[src/rtl/prv_counter_pkg.sv]
// Shared types for the priRV32 general-purpose timer/counter.
package prv_counter_pkg;

    typedef enum logic [1:0] {
        CNT_WRAP    = 2'b00,
        CNT_SAT     = 2'b01,
        CNT_ONESHOT = 2'b10
    } cnt_mode_e;

    typedef enum logic {
        CNT_RUN,
        CNT_HALT
    } cnt_state_e;

    // The reserved encoding 2'b11 behaves as wrap.
    function automatic cnt_mode_e decode_mode(logic [1:0] m);
        case (m)
            2'b01:   return CNT_SAT;
            2'b10:   return CNT_ONESHOT;
            default: return CNT_WRAP;
        endcase
    endfunction

endpackage

[src/rtl/prv_prescaler.sv]
// Clock prescaler: one tick every (prescale + 1) enabled cycles.
module prv_prescaler #(
    parameter int unsigned PRESCALE_W = 4
) (
    input  logic                  clk,
    input  logic                  reset,
    input  logic                  enable,
    input  logic                  clear,
    input  logic [PRESCALE_W-1:0] prescale,
    output logic                  tick
);

    logic [PRESCALE_W-1:0] psc_q, psc_d;
    logic                  hit;

    assign hit = (psc_q == prescale);

    always_comb begin
        psc_d = psc_q;
        if (clear) begin
            psc_d = '0;
        end else if (enable) begin
            psc_d = hit ? '0 : psc_q + PRESCALE_W'(1);
        end
    end

    // A clear (load) consumes the cycle, so no tick alongside it.
    assign tick = enable & hit & ~clear;

    always_ff @(posedge clk) begin
        if (reset) begin
            psc_q <= '0;
        end else begin
            psc_q <= psc_d;
        end
    end

endmodule

[src/rtl/prv_timer_counter.sv]
// General-purpose timer: prescaled up/down counter with wrap, saturate and
// one-shot modes, compare match and a sticky interrupt flag.
module prv_timer_counter
    import prv_counter_pkg::*;
#(
    parameter int unsigned     WIDTH      = 8,
    parameter int unsigned     PRESCALE_W = 4,
    parameter logic [WIDTH-1:0] RESET_VAL = '0
) (
    input  logic                  clk,
    input  logic                  reset,
    input  logic                  enable,
    input  logic                  up_down,
    input  logic [1:0]            mode,
    input  logic                  load,
    input  logic [WIDTH-1:0]      load_val,
    input  logic [WIDTH-1:0]      limit,
    input  logic [PRESCALE_W-1:0] prescale,
    input  logic [WIDTH-1:0]      cmp_val,
    input  logic                  irq_clr,
    output logic [WIDTH-1:0]      out,
    output logic                  tc,
    output logic                  cmp_match,
    output logic                  irq,
    output logic                  busy
);

    cnt_state_e       state_q, state_d;
    logic [WIDTH-1:0] out_q, out_d;
    logic             tc_q, tc_d;
    logic             cmp_q, cmp_d;
    logic             irq_q, irq_d;
    logic             tick;

    cnt_mode_e        mode_e;
    logic [WIDTH-1:0] term_val, start_val, step_val, load_clamped;
    logic             at_term;

    prv_prescaler #(
        .PRESCALE_W (PRESCALE_W)
    ) u_prescaler (
        .clk      (clk),
        .reset    (reset),
        .enable   (enable),
        .clear    (load),
        .prescale (prescale),
        .tick     (tick)
    );

    always_ff @(posedge clk) begin
        if (reset) begin
            state_q <= CNT_RUN;
            out_q   <= RESET_VAL;
            tc_q    <= 1'b0;
            cmp_q   <= 1'b0;
            irq_q   <= 1'b0;
        end else begin
            state_q <= state_d;
            out_q   <= out_d;
            tc_q    <= tc_d;
            cmp_q   <= cmp_d;
            irq_q   <= irq_d;
        end
    end

    always_comb begin
        mode_e       = decode_mode(mode);
        term_val     = up_down ? limit : '0;
        start_val    = up_down ? '0 : limit;
        // Counting up past a lowered limit counts as having reached it.
        at_term      = up_down ? (out_q >= limit) : (out_q == '0);
        step_val     = up_down ? out_q + WIDTH'(1) : out_q - WIDTH'(1);
        load_clamped = (load_val > limit) ? limit : load_val;

        state_d = state_q;
        out_d   = out_q;
        tc_d    = 1'b0;
        cmp_d   = 1'b0;

        if (load) begin
            out_d   = load_clamped;
            state_d = CNT_RUN;
            cmp_d   = (load_clamped == cmp_val);
        end else if (tick && state_q == CNT_RUN) begin
            unique case (mode_e)
                CNT_SAT: begin
                    if (at_term) begin
                        out_d = term_val;
                    end else begin
                        out_d = step_val;
                        tc_d  = (step_val == term_val);
                    end
                end
                CNT_ONESHOT: begin
                    if (at_term) begin
                        out_d   = term_val;
                        tc_d    = 1'b1;
                        state_d = CNT_HALT;
                    end else begin
                        out_d = step_val;
                        tc_d  = (step_val == term_val);
                        if (tc_d) begin
                            state_d = CNT_HALT;
                        end
                    end
                end
                default: begin
                    if (at_term) begin
                        out_d = start_val;
                        tc_d  = 1'b1;
                    end else begin
                        out_d = step_val;
                    end
                end
            endcase
            // A held value must not re-fire the compare.
            cmp_d = (out_d == cmp_val) && (out_d != out_q);
        end

        irq_d = tc_d | cmp_d | (irq_q & ~irq_clr);
    end

    always_comb begin
        out       = out_q;
        tc        = tc_q;
        cmp_match = cmp_q;
        irq       = irq_q;
        busy      = (state_q == CNT_RUN);
    end

endmodule

[config.mk]
export PLATFORM = sky130hd
export DESIGN_NAME = prv_timer_counter
export DESIGN_NICKNAME = d
export VERILOG_FILES = /design/src/rtl/prv_counter_pkg.sv /design/src/rtl/prv_prescaler.sv /design/src/rtl/prv_timer_counter.sv
export SDC_FILE = /design/constraint.sdc
export NUM_CORES = 1
export LEC_CHECK = 0
export ABC_AREA = 1
export CORE_ASPECT_RATIO = 1.4
export CORE_MARGIN = 2
export CORE_UTILIZATION = 50
export DETAILED_ROUTE_END_ITERATION = 16
export PLACE_DENSITY = 0.77
export SETUP_SLACK_MARGIN = 0.2
export SLEW_MARGIN = 20
export SYNTH_ARGS = -nofsm -noshare
export SYNTH_HDL_FRONTEND = slang
export SYNTH_HIERARCHICAL = 1
export SYNTH_SLANG_ARGS = --single-unit
export TNS_END_PERCENT = 20
[constraint.sdc]
create_clock -name clk -period 3.3 [get_ports clk]
set_clock_uncertainty 0.15 [all_clocks]
set_input_delay 0.66 -clock clk [delete_from_list [all_inputs] [get_ports clk]]
set_output_delay 0.66 -clock clk [all_outputs]
set_load 0.1 [all_outputs]
## Word level (Yosys, flattened, before mapping)

Cells that the tools add are included.
W data, S select, Z words.

- Reductions and logical operators: 8
- Mux-type cells: 24
- $add $sub $neg: 3
- Bitwise logic cells: 8
- Equal/unequal tests: 9
- Order comparisons: 2

Operator list:

| kind | number |
|---|---|
| $mux W8 | 11 |
| $eq A8 B8 Y1 | 3 |
| $mux W1 | 10 |
| $add A8 B1 Y8 const B | 1 |
| $ge A8 B8 Y1 | 1 |
| $gt A8 B8 Y1 | 1 |
| $logic_not A8 Y1 | 1 |
| $ne A8 B8 Y1 | 1 |
| $sub A8 B1 Y8 const B | 1 |
| $add A4 B1 Y4 const B | 1 |
| $eq A2 B1 Y1 const B | 2 |
| $eq A2 B2 Y1 const B | 2 |
| $eq A4 B4 Y1 | 1 |
| $mux W4 | 1 |
| $pmux W2 S2 | 1 |
| $reduce_bool A2 Y1 | 2 |
| $reduce_or A2 Y1 | 2 |
| $and A1 B1 Y1 | 3 |
| $not A1 Y1 | 3 |
| $reduce_and A3 Y1 | 1 |
| $logic_and A1 B1 Y1 | 2 |
| $or A1 B1 Y1 | 2 |
| $pmux W1 S2 | 1 |

- Output and inout port bits: 12
- Flip-flop bits (word level): 16
- Bits of input ports: 36

## Logic depth before layout (Yosys ltp)

Gate-level depths: netlist of run 1.

- Depth in word-level cells: 13
- Mapped depth: 23
- Mapped depth without buffers: 23

## Cells and area by module

Netlist of run 1, hierarchy kept.

Modules (own cells, without submodules):

| module | cells each | times used | area an instance (µm²) | sequential area each (µm²) |
|---|---|---|---|---|
| prv_timer_counter | 402 | 1 | 2,234.6 | 240.2 |
| prv_prescaler | 36 | 1 | 249.0 | 80.1 |

## Worst setup path before layout of run 1

No wires, ideal clock.

- Path type: register to register
- From: register out_q[0] (netlist: out[0])
- To: register irq_q (netlist: irq)
- Library setup time: 0.115 ns
- Setup slack: 0.304 ns
- Required time: 3.035 ns
- Clock period less this slack: 2.996 ns
- Buffers on the path: 1
- Data arrival time: 2.731 ns
- Cell stages (with the launch flop): 23
- Cell sequence: dfxtp_1 -> inv_2 -> ha_1 -> inv_1 -> nand2_1 -> nand2_1 -> nand2_1 -> nand2_1 -> nand2_1 -> nand2_1 -> nand2_2 -> buf_6 -> nand3_1 -> nand2_1 -> nand2_1 -> nand2_1 -> nand2_1 -> nor2_1 -> nand2_1 -> nand3_1 -> nand2_1 -> nand2_1 -> nand2_1

- Cells in the longest elaborated chain, start to end: 12
- Elaborated cells on any way between the ends: 25

Ends and longest elaborated chain:

| what | RTL line | source |
|---|---|---|
| start: declaration | prv_timer_counter.sv:29 | `logic [WIDTH-1:0] out_q, out_d;` |
| start signal: assignment | prv_timer_counter.sv:59 | `out_q <= out_d;` |
| $sub A8 B1 Y8, or another cell as far along | prv_timer_counter.sv:72 | `step_val = up_down ? out_q + WIDTH'(1) : out_q - WIDTH'(1);` |
| $mux W8 / $mux W1 (equally long branches) | prv_timer_counter.sv:72, prv_timer_counter.sv:71 |  |
| $mux W8, on equally long branches | prv_timer_counter.sv:108, prv_timer_counter.sv:87, prv_timer_counter.sv:95 |  |
| $mux W8 | - |  |
| $mux W8 | prv_timer_counter.sv:84 | `end else if (tick && state_q == CNT_RUN) begin` |
| $mux W8 | prv_timer_counter.sv:80 | `if (load) begin` |
| $eq A8 B8 Y1 / $ne A8 B8 Y1 (equally long branches) | prv_timer_counter.sv:117 | `cmp_d = (out_d == cmp_val) && (out_d != out_q);` |
| $logic_and A1 B1 Y1 | prv_timer_counter.sv:117 |  |
| $mux W1 | prv_timer_counter.sv:84 |  |
| $mux W1 | prv_timer_counter.sv:80 |  |
| $or A1 B1 Y1 * (2 in a row) | prv_timer_counter.sv:120 | `irq_d = tc_d \| cmp_d \| (irq_q & ~irq_clr);` |
| end signal: assignment | prv_timer_counter.sv:62 | `irq_q <= irq_d;` |
| end: declaration | prv_timer_counter.sv:32 | `logic irq_q, irq_d;` |

Every way passes the cells marked *; elsewhere a longest branch is shown, timed or not. The select of a mux whose other input is x is not followed.
A chain may end at the register's enable or synchronous reset.

## Worst setup path after layout of run 1

- From: input port limit[3]
- To: register irq_q (netlist: irq)

- Cells in the longest elaborated chain, start to end: 12
- Elaborated cells on any way between the ends: 26

Ends and longest elaborated chain:

| what | RTL line | source |
|---|---|---|
| start: declaration | prv_timer_counter.sv:17 | `input logic [WIDTH-1:0] limit,` |
| $ge A8 B8 Y1 | prv_timer_counter.sv:71 | `at_term = up_down ? (out_q >= limit) : (out_q == '0);` |
| $mux W1 | prv_timer_counter.sv:71 |  |
| $mux W8, on equally long branches | prv_timer_counter.sv:108, prv_timer_counter.sv:87, prv_timer_counter.sv:95 |  |
| $mux W8 | - |  |
| $mux W8 | prv_timer_counter.sv:84 |  |
| $mux W8 | prv_timer_counter.sv:80 |  |
| $eq A8 B8 Y1 / $ne A8 B8 Y1 (equally long branches) | prv_timer_counter.sv:117 |  |
| $logic_and A1 B1 Y1 | prv_timer_counter.sv:117 |  |
| $mux W1 | prv_timer_counter.sv:84 |  |
| $mux W1 | prv_timer_counter.sv:80 |  |
| $or A1 B1 Y1 * (2 in a row) | prv_timer_counter.sv:120 |  |

Marked as above.

==> flow_summary.toml, run 1 <==
[cells_and_area]
layout_commonest_cell = "sky130_fd_sc_hd__nand2_1"
design_area_um2 = 3363
stdcell_count = 584
finish.net_count = 584
total_area_of_sequential_cells_um2 = 320.3
fillerInstances = 457
multi_input_combinational_cell_area_um2 = 1889
antenna_cells = 0
syn_to_final_growth_pct = 35.42
drive_gt1_frac = 0.1519
most_used_cells_in_the_layout_excluding_fill_and_tap_cells = "sky130_fd_sc_hd__nand2_1, sky130_fd_sc_hd__inv_1, sky130_fd_sc_hd__buf_4, sky130_fd_sc_hd__nand3_1, sky130_fd_sc_hd__nor2_1"

[drt]
drc = 0
finalWirelength_um = 7661
drt_iter0_markers = 134
avgViaCountPerCell = 5.127
route.vias.total = 2994
final_antenna_net_count = 0
drtPass1Iterations = 4
wl_per_cell_um = 13.12

[worst_setup_path]
cp.arrival_ns = 3.08
timing.reg2reg.setup_slack_ns = 0.72
startpoint_type_of_the_worst_setup_path = "input pin"
timing_worst_setup_path_type = "in -> reg"
ff2ff_path_depth = 22
worstReg2RegStart = "out[0]"
crit_required_ns = 3.30
worst-path-max-fanout = 10
rr_endpoint = "irq"
worstSetupEndpoint = "irq"
crit_start = "limit[3]"
timing.critical_path.to_type = "register"

[floorplan]
floorplan.die.height_um = 87.39
core-area_um2 = 4805
boundaryPins = 48
chipWidth_um = 63.57
row_count = 30
die_area_um2 = 5555
floorplan.initialDensity = 0.5169

[power_and_ir_drop]
share_comb_of_total_power = 0.631
power_switching_share = 0.4596
p_switching_uw = 458.3
max-vdd-ir-drop_v = 0.0001800
powerDensity_nw_per_um2 = 296.5
part_of_the_power_in_the_clock_network = 0.146
power_report.internal_total_uw = 538.9
power.leakage_uw = 0.001813
totalPowerFinal_uw = 997.2
power.share.sequential = 0.223

[clock_network]
cts_post_setup_buffers_inserted = 0
clkSlewWorstSetupHoldPaths_ns = 0.06
longest_clk_path_bufs = 2
cts_tree = "built"
cts_inserted_buffers = 3
root_buffer = "sky130_fd_sc_hd__clkbuf_8"
h_tree_depth = 1
clk-insertion-delay-late_ns = 0.25
clock_sink_count = 16

[logic_synthesis]
synth.ff_latch_count = 16
synth.distinct_cells = 34
mappedNetlistNets = 500
yosys_warnings = 6
synthesis.instances = 438
netlist_area_before_placement_um2 = 2484
seq_area_frac_synth = 0.1290
synth.avg_cell_area_um2 = 5.670

[timing]
final-max-slew-violation-count = 0
finalWorstSetupSlack_ns = 0.2187
finalHoldViolations = 0
tightest_slew_ns = 0.5980
final.hold.worst_slack_ns = 0.3781
timing.fmax_mhz = 324.5
timing.max_slew.rel_slack = 0.5998
final.period_utilization = 0.9337
setup_viol = 0
grt_setup_unrepaired = "yes"
layout_min_cycle_time_ns = 3.081

[global_route]
grt_first_pass_wirelength_um = 12170
total_global_routing_track_utilization = 0.2743
antenna_violations_before_repair = 0
grt_start_max_net_pins = 15
grt-ovfl-total = 0
grt_pass1_vias = 2755

[placement]
preCtsSetupSlack_ns = -0.1423
final_estimated_routing_congestion_in_global_placement = 0.9732
placedInstanceArea_um2 = 3264
post-dp-hpwl_um = 6398
port_buffers = 47
dpl.cell_count = 581

[job]
maxCapViolations = 0

[hold_path]
worst_hold_path_type = "reg -> reg"

[outcome]
run_status = "finished clean"
## cell families (layout without fill, tap and decap cells)
| logic type | after synthesis | count (layout) | synth area share |
|---|---|---|---|
| compound gates | 42 | 42 | 0.1003 |
| xor+xnor | 15 | 15 | 0.05290 |
| fa+ha+maj | 26 | 26 | 0.1340 |
| buf+inv | 81 | 163 | 0.1315 |
| flops | 16 | 16 | 0.1290 |
| mux | 1 | 1 | 0.004030 |
| simple gates | 257 | 257 | 0.4484 |
## power by group through the flow
stage | combinational, uW | sequential, uW | clock [uW]
2_1_floorplan | 345 | 274 | 0
3_3_place_gp | 599 | 224 | 0
3_5_place_dp | 610 | 225 | 0
4_1_cts | 613 | 221 | 148
5_1_grt | 691 | 223 | 155
6_report | 629 | 222 | 146
## layout make-up
class                      count  share of cell area
inverter                      73             0.08222
clock buffer                   3             0.01228
tap                           64             0.02381
sequential                    16             0.09524
multi-input combinational    341              0.5618
timing repair buffer          87              0.2247
## routing by layer
metal,vias to the layer above,GRT usage,wire [um]
li1,1565,-,-
met1,1317,0.3041,3151
met4,0,0.1206,261
met3,24,0.01811,264
met2,88,0.5292,3983
met5,-,0,0
## worst min path at each step
stage / startpoint / end / slack (ns) / depth (start not counted)
2_1_floorplan: u_prescaler/psc_q[3] / u_prescaler/psc_q[3] / 0.34 / 2
3_3_place_gp: u_prescaler/psc_q[3] / u_prescaler/psc_q[3] / 0.36 / 2
3_5_place_dp: u_prescaler/psc_q[3] / u_prescaler/psc_q[3] / 0.36 / 2
4_1_cts: u_prescaler/psc_q[3] / u_prescaler/psc_q[3] / 0.38 / 2
5_1_grt: u_prescaler/psc_q[3] / u_prescaler/psc_q[3] / 0.42 / 2
6_report: u_prescaler/psc_q[3] / u_prescaler/psc_q[3] / 0.38 / 2
## state kept, by name (all words and copies together) (netlist names)
signal,count
out,8
irq,1
state_q,1
tc,1
u_prescaler/psc_q,4
cmp_match,1
## critical path: stages
cell	delay, ns
sky130_fd_sc_hd__clkdlybuf4s50_1	0.49
sky130_fd_sc_hd__inv_1	0.08
sky130_fd_sc_hd__ha_1	0.30
sky130_fd_sc_hd__nand2_1	0.07
sky130_fd_sc_hd__o21ai_0	0.23
sky130_fd_sc_hd__nand2_1	0.08
sky130_fd_sc_hd__nand2_1	0.08
sky130_fd_sc_hd__nand2_1	0.07
sky130_fd_sc_hd__buf_4	0.17
sky130_fd_sc_hd__o21ai_0	0.30
sky130_fd_sc_hd__inv_1	0.10
sky130_fd_sc_hd__nor2_1	0.11
sky130_fd_sc_hd__nor3_1	0.06
sky130_fd_sc_hd__nand3_1	0.10
sky130_fd_sc_hd__nand2_1	0.06
sky130_fd_sc_hd__nand2_1	0.07
sky130_fd_sc_hd__nand2_1	0.05
## synthesized netlist by cell type (all sizes together)
cell type	number	area share
a211oi	1	0.0030
a21boi	1	0.0030
a21o	1	0.0030
a21oi	12	0.024
a31oi	8	0.020
buf	5	0.016
clkbuf	3	0.0050
clkinv	1	0.0015
dfxtp	16	0.13
fa	1	0.0081
ha	25	0.13
inv	72	0.11
mux2i	1	0.0040
nand2	150	0.23
nand3	46	0.099
nand3b	4	0.012
nand4	12	0.030
nor2	40	0.062
nor3	4	0.0081
nor3b	1	0.0030
o211ai	3	0.0091
o21a	1	0.0030
o21ai	15	0.035
xnor2	7	0.025
xor2	8	0.028
## timing repair
item,CTS,global route
pin swaps,0,1
endpoints found under the setup margin,1,4
resized for setup,1,10
hold buffers,0,0
## metrics by stage
step	utilization	setup TNS, ns
after floorplan	-	0
final	0.7000	0
after global placement	0.6794	-0.04968
after detailed placement	0.6794	-0.2840
after global routing	0.7000	0
after CTS	0.6891	0
Note: power is estimated with default switching activity, not from simulation.
==> run 2, diff against run 1 <==
--- a/config.mk
+++ b/config.mk
@@ -8,9 +8,9 @@
 export ABC_AREA = 1
 export CORE_ASPECT_RATIO = 1.4
 export CORE_MARGIN = 2
-export CORE_UTILIZATION = 50
+export CORE_UTILIZATION = 48
 export DETAILED_ROUTE_END_ITERATION = 16
-export PLACE_DENSITY = 0.77
+export PLACE_DENSITY = 0.78
 export SETUP_SLACK_MARGIN = 0.2
 export SLEW_MARGIN = 20
 export SYNTH_ARGS = -nofsm -noshare
==> constraint.sdc (replaced) <==
create_clock -name clk -period 2.65 [get_ports clk]
set_clock_uncertainty 0.15 [all_clocks]
set_input_delay 0.53 -clock clk [delete_from_list [all_inputs] [get_ports clk]]
set_output_delay 0.53 -clock clk [all_outputs]
set_load 0.1 [all_outputs]
==> flow_summary.toml, run 2 (synthesis gave the netlist of run 1 again) <==
[outcome]
run_status = "finished clean"

[cells_and_area]
layout_commonest_cell = "sky130_fd_sc_hd__nand2_1"
flip_flop_count_of_the_largest_register_after_layout = 8
antenna_cells = 0
drive_gt1_frac = 0.4049
finish.net_count = 631
most_used_cells_in_the_layout_excluding_fill_and_tap_cells = "sky130_fd_sc_hd__nand2_1, sky130_fd_sc_hd__buf_4, sky130_fd_sc_hd__inv_1, sky130_fd_sc_hd__nand3_1, sky130_fd_sc_hd__nand2_2"
syn_to_final_growth_pct = 67.61

[floorplan]
row_count = 31
boundaryPins = 48
chipWidth_um = 64.80
floorplan.initialDensity = 0.4888
die_area_um2 = 5774
floorplan.die.height_um = 89.11
core-area_um2 = 5081

[drt]
detail_route.wirelength.met1_um = 3388
drc = 0
drtPass1Iterations = 5
met3WireLength_um = 478
drt_iter0_markers = 226
wl_per_cell_um = 15.08
highest_layer = "met4"
finalWirelength_um = 9561
detail_route_met2_wl_um = 5146
avgViaCountPerCell = 5.397
route.vias.total = 3422
final_antenna_net_count = 0

[worst_setup_path]
worst-path-max-fanout = 10
cp.arrival_ns = 2.52
crit_required_ns = 2.65
timing_worst_setup_path_type = "in -> reg"
startpoint_type_of_the_worst_setup_path = "input pin"
timing.critical_path.to_type = "register"

[timing]
layout_min_cycle_time_ns = 2.514
timing.fmax_mhz = 397.7
timing.max_slew.rel_slack = 0.7878
finalWorstSetupSlack_ns = 0.1356
finalHoldViolations = 0
tightest_slew_ns = 0.3170
grt_setup_unrepaired = "yes"
setup_total_negative_slack_ns = 0
final.period_utilization = 0.9488
final-max-slew-violation-count = 0
setup_viol = 0

[power_and_ir_drop]
power.share.sequential = 0.179
power_switching_share = 0.4526
powerDensity_nw_per_um2 = 374.1
share_comb_of_total_power = 0.682
p_switching_uw = 704.9
part_of_the_power_in_the_clock_network = 0.139
max-vdd-ir-drop_v = 0.0001915
power_report.internal_total_uw = 852.5
power.leakage_uw = 0.002089

[placement]
port_buffers = 47
final_estimated_routing_congestion_in_global_placement = 0.9334
preCtsSetupSlack_ns = -0.6980
post-dp-hpwl_um = 6800

[clock_network]
longest_clk_path_bufs = 2
root_buffer = "sky130_fd_sc_hd__clkbuf_8"
h_tree_depth = 1
cts_tree = "built"
clkSlewWorstSetupHoldPaths_ns = 0.07
clk-insertion-delay-late_ns = 0.25
clock_sink_count = 16
hold_buffers = 0
cts_inserted_buffers = 3

[global_route]
grt_first_pass_wirelength_um = 13720
grt_pass1_vias = 3179
total_global_routing_track_utilization = 0.3066
grt-ovfl-total = 0
grt_start_max_net_pins = 14
antenna_violations_before_repair = 0

[hold_path]
worst_hold_path_type = "reg -> reg"

[job]
maxCapViolations = 0
-- run 2: layout make-up --
cell class	count	area [um^2]
well taps	66	82.58
multi-input cells	342	2303
clock buffers	4	55.05
inverters	73	291.5
flip-flops and latches	16	340.3
fillers	350	918.4
repair buffers	133	1090
-- run 2: timing repair --
item / in CTS / in global routing
endpoints found under the setup margin: 12 / 12
resized for setup: 100 / 85
hold endpoints to repair: 0 / 0
pin swaps: 38 / 50
cloned: 1 / 0
buffers inserted: 6 / 6
-- run 2: final timing paths --
path | end | slack [ns] | cells past startpoint | from
max | irq | 0.14 | 16 | load_val[5]
min | u_prescaler/psc_q[3] | 0.39 | 2 | u_prescaler/psc_q[3]
max reg2reg | irq | 0.23 | 21 | out[0]
min reg2reg | u_prescaler/psc_q[3] | 0.39 | 2 | u_prescaler/psc_q[3]
-- run 2: power by group through the flow --
stage          clock network (uW)  registers [uW]  logic (uW)
2_1_floorplan                   0             343         429
3_3_place_gp                    0             276         826
3_5_place_dp                    0             277         842
4_1_cts                       216             274         932
5_1_grt                       230             280        1150
6_report                      217             278        1060
-- run 2: through the flow --
stage               instance area [um^2]  hold slack (ns)  power [uW]    util  instances
floorplan                           2506           0.3442       772.3       -        438
global placement                    3545           0.3625        1102  0.6976        617
detailed placement                  3545           0.3853        1119  0.6976        617
CTS                                 3897           0.4048        1422  0.7671        628
global route                        4163           0.4296        1656  0.8193        634
finish                              4163           0.3950        1557  0.8193        634
-- run 2: routing by layer --
layer / vias to the layer above / GRT usage
met1: 1562 / 0.3031
li1: 1661 / -
met3: 49 / 0.02267
met2: 150 / 0.5951
met5: - / 0
met4: 0 / 0.2224
-- run 2: critical path, stage by stage --
cell and delay, ns:
sky130_fd_sc_hd__dlygate4sd2_1 0.28, sky130_fd_sc_hd__ha_4 0.25, sky130_fd_sc_hd__a21oi_1 0.18, sky130_fd_sc_hd__o21a_1 0.20
sky130_fd_sc_hd__nand2_2 0.08, sky130_fd_sc_hd__nand2_2 0.09, sky130_fd_sc_hd__buf_6 0.14, sky130_fd_sc_hd__nand2_1 0.06
sky130_fd_sc_hd__o21ai_1 0.12, sky130_fd_sc_hd__inv_1 0.08, sky130_fd_sc_hd__nor2_1 0.15, sky130_fd_sc_hd__nor3_1 0.07
sky130_fd_sc_hd__nand3_1 0.10, sky130_fd_sc_hd__nand2_1 0.06, sky130_fd_sc_hd__nand2_1 0.08, sky130_fd_sc_hd__nand2_1 0.05
==> run 3, diff against run 2 <==
==> constraint.sdc (replaced) <==
create_clock -name clk -period 2.65 [get_ports clk]
set_clock_uncertainty 0.15 [all_clocks]
set_input_delay 0.3975 -clock clk [delete_from_list [all_inputs] [get_ports clk]]
set_output_delay 0.3975 -clock clk [all_outputs]
set_load 0.1 [all_outputs]
==> flow_summary.toml, run 3 (synthesis gave the netlist of run 1 again) <==
[global_route]
grt_pass1_vias = 3352
use_met2 = 0.5886
antenna_violations_before_repair = 0
grt-ovfl-total = 0
grt_first_pass_wirelength_um = 14320
global_route.usage.met1 = 0.3272
use_met3 = 0.02267
gr-max-usage-layer = "met2"
total_global_routing_track_utilization = 0.3157
grt_start_max_net_pins = 14

[floorplan]
floorplan.die.height_um = 89.11
core-area_um2 = 5081
boundaryPins = 48
row_count = 31
chipWidth_um = 64.80
floorplan.initialDensity = 0.4888
die_area_um2 = 5774

[placement]
port_buffers = 47
preCtsSetupSlack_ns = -0.5270
post-dp-hpwl_um = 6612
dpl.cell_count = 607
final_estimated_routing_congestion_in_global_placement = 1.026

[worst_setup_path]
cp.arrival_ns = 2.58
worst_path_dominant_cell_family = "simple AND/OR/NAND/NOR gates"
worst-path-max-fanout = 6
critPathSlowestCell = "sky130_fd_sc_hd__xnor2_1"
crit_path_frequent_cell = "sky130_fd_sc_hd__nand2_1"
timing_worst_setup_path_type = "in -> reg"
crit_required_ns = 2.65
crit_buf_inv = 5
timing.critical_path.to_type = "register"
sequence_of_cells_on_the_critical_path = "buf_4 > clkinv_4 > buf_4 > ha_1 > nand3_1 > nand2_4 > xnor2_1 > buf_4 > nand2_1 > nand3_2 > nand2_1 > clkinv_1 > nand2_2 > nor2_2 > nand2_1 > nand3_1 > nand2_1 > nand2_1 > nand2_1"
startpoint_type_of_the_worst_setup_path = "input pin"
slowest_delay_ns = 0.32

[clock_network]
cts_inserted_buffers = 3
root_buffer = "sky130_fd_sc_hd__clkbuf_8"
cts_tree = "built"
clk-insertion-delay-late_ns = 0.25
h_tree_depth = 1
clock_sink_count = 16
clkSlewWorstSetupHoldPaths_ns = 0.06
longest_clk_path_bufs = 2

[timing]
layout_min_cycle_time_ns = 2.575
tightest_slew_ns = 0.3423
final-max-slew-violation-count = 0
timing.max_slew.rel_slack = 0.7701
final.period_utilization = 0.9718
finalWorstSetupSlack_ns = 0.07468
timing.fmax_mhz = 388.3
finalHoldViolations = 0
final.hold.worst_slack_ns = 0.3938
setup_viol = 0
grt_setup_unrepaired = "yes"

[cells_and_area]
finish.net_count = 630
flip_flop_count_of_the_largest_register_after_layout = 8
syn_to_final_growth_pct = 68.31
antenna_cells = 0
layout_commonest_cell = "sky130_fd_sc_hd__nand2_1"
fillerInstances = 299
most_used_cells_in_the_layout_excluding_fill_and_tap_cells = "sky130_fd_sc_hd__nand2_1, sky130_fd_sc_hd__buf_4, sky130_fd_sc_hd__inv_1, sky130_fd_sc_hd__nand3_1, sky130_fd_sc_hd__nand2_2"
drive_gt1_frac = 0.4074
stdcell_count = 633

[power_and_ir_drop]
powerDensity_nw_per_um2 = 388.9
power.leakage_uw = 0.002111
max-vdd-ir-drop_v = 0.0002365

[drt]
wl_per_cell_um = 17.70
drtPass1Iterations = 5
drc = 0
drt_iter0_markers = 303
route.vias.total = 3719
final_antenna_net_count = 0
avgViaCountPerCell = 5.875
finalWirelength_um = 11210

[hold_path]
worst_hold_path_type = "reg -> reg"

[job]
maxCapViolations = 0

[outcome]
run_status = "finished clean"
-- run 3: cell types whose count changed in the layout (fill, tap and decap cells not counted), sizes merged --
cell           before  now
inv                72   71
clkdlybuf4s15       3    2
dlymetal6s2s        0    2
clkinv              1    2
dlygate4sd2         5    4
clkbuf              9   14
buf               104   98
-- run 3: area by class of cell --
class,instances,area [um^2],share of cell area
inverter,73,284.0,0.06794
multi-input combinational,342,2359,0.5642
timing repair buffer,132,1060,0.2535
sequential,16,340.3,0.08141
clock buffer,4,55.05,0.01317
tap,66,82.58,0.01975
-- run 3: power by group --
part	internal, uW	leakage (uW)	total (uW)	switching, uW
sequential	253	0.000135	281	28.8
clock	132	0.0000288	215	83.2
combinational	469	0.00195	1130	660
total	854	0.00211	1630	772
-- run 3: worst reg2reg max path, cell delays in order (launching register included) --
cell,delay [ns]
sky130_fd_sc_hd__dfxtp_4,0.41
sky130_fd_sc_hd__ha_4,0.24
sky130_fd_sc_hd__a21oi_2,0.18
sky130_fd_sc_hd__nand2_4,0.11
sky130_fd_sc_hd__xnor2_1,0.32
sky130_fd_sc_hd__buf_4,0.18
sky130_fd_sc_hd__nand2_1,0.06
sky130_fd_sc_hd__nand3_2,0.08
sky130_fd_sc_hd__nand2_1,0.07
sky130_fd_sc_hd__clkinv_1,0.06
sky130_fd_sc_hd__nand2_2,0.05
sky130_fd_sc_hd__nor2_2,0.15
sky130_fd_sc_hd__nand2_1,0.10
sky130_fd_sc_hd__nand3_1,0.09
sky130_fd_sc_hd__nand2_1,0.06
sky130_fd_sc_hd__nand2_1,0.07
sky130_fd_sc_hd__nand2_1,0.05
-- run 3: per-layer routing --
metal  vias to the layer above  wire [um]
li1                       1664          -
met2                       300       5484
met5                         -          0
met3                       131        977
met4                         0       1207
met1                      1624       3538
-- run 3: path summary, 6_finish.rpt --
check	startpoint	endpoint	slack, ns	cells after the start
setup / recovery	up_down	irq	0.07	19
hold / removal	u_prescaler/psc_q[3]	u_prescaler/psc_q[3]	0.39	2
setup reg to reg	out[2]	irq	0.14	16
hold reg to reg	u_prescaler/psc_q[3]	u_prescaler/psc_q[3]	0.39	2
-- run 3: per-stage QoR --
step | area [um^2] | power, uW | TNS (ns) | util
5_1_grt | 4180 | 1716 | -0.1462 | 0.8227
3_3_place_gp | 3455 | 1069 | -1.830 | 0.6799
3_5_place_dp | 3455 | 1087 | -2.237 | 0.6799
6_report | 4180 | 1626 | 0 | 0.8227
2_1_floorplan | 2504 | 772.0 | 0 | -
4_1_cts | 3846 | 1409 | 0 | 0.7570
-- run 3: timing repair --
action                     in CTS  in global routing
gates cloned                    1                  0
buffers inserted                9                 12
pin swaps                      32                 51
hold buffers                    0                  0
resized for setup              87                 97
setup endpoints to repair       7                  5
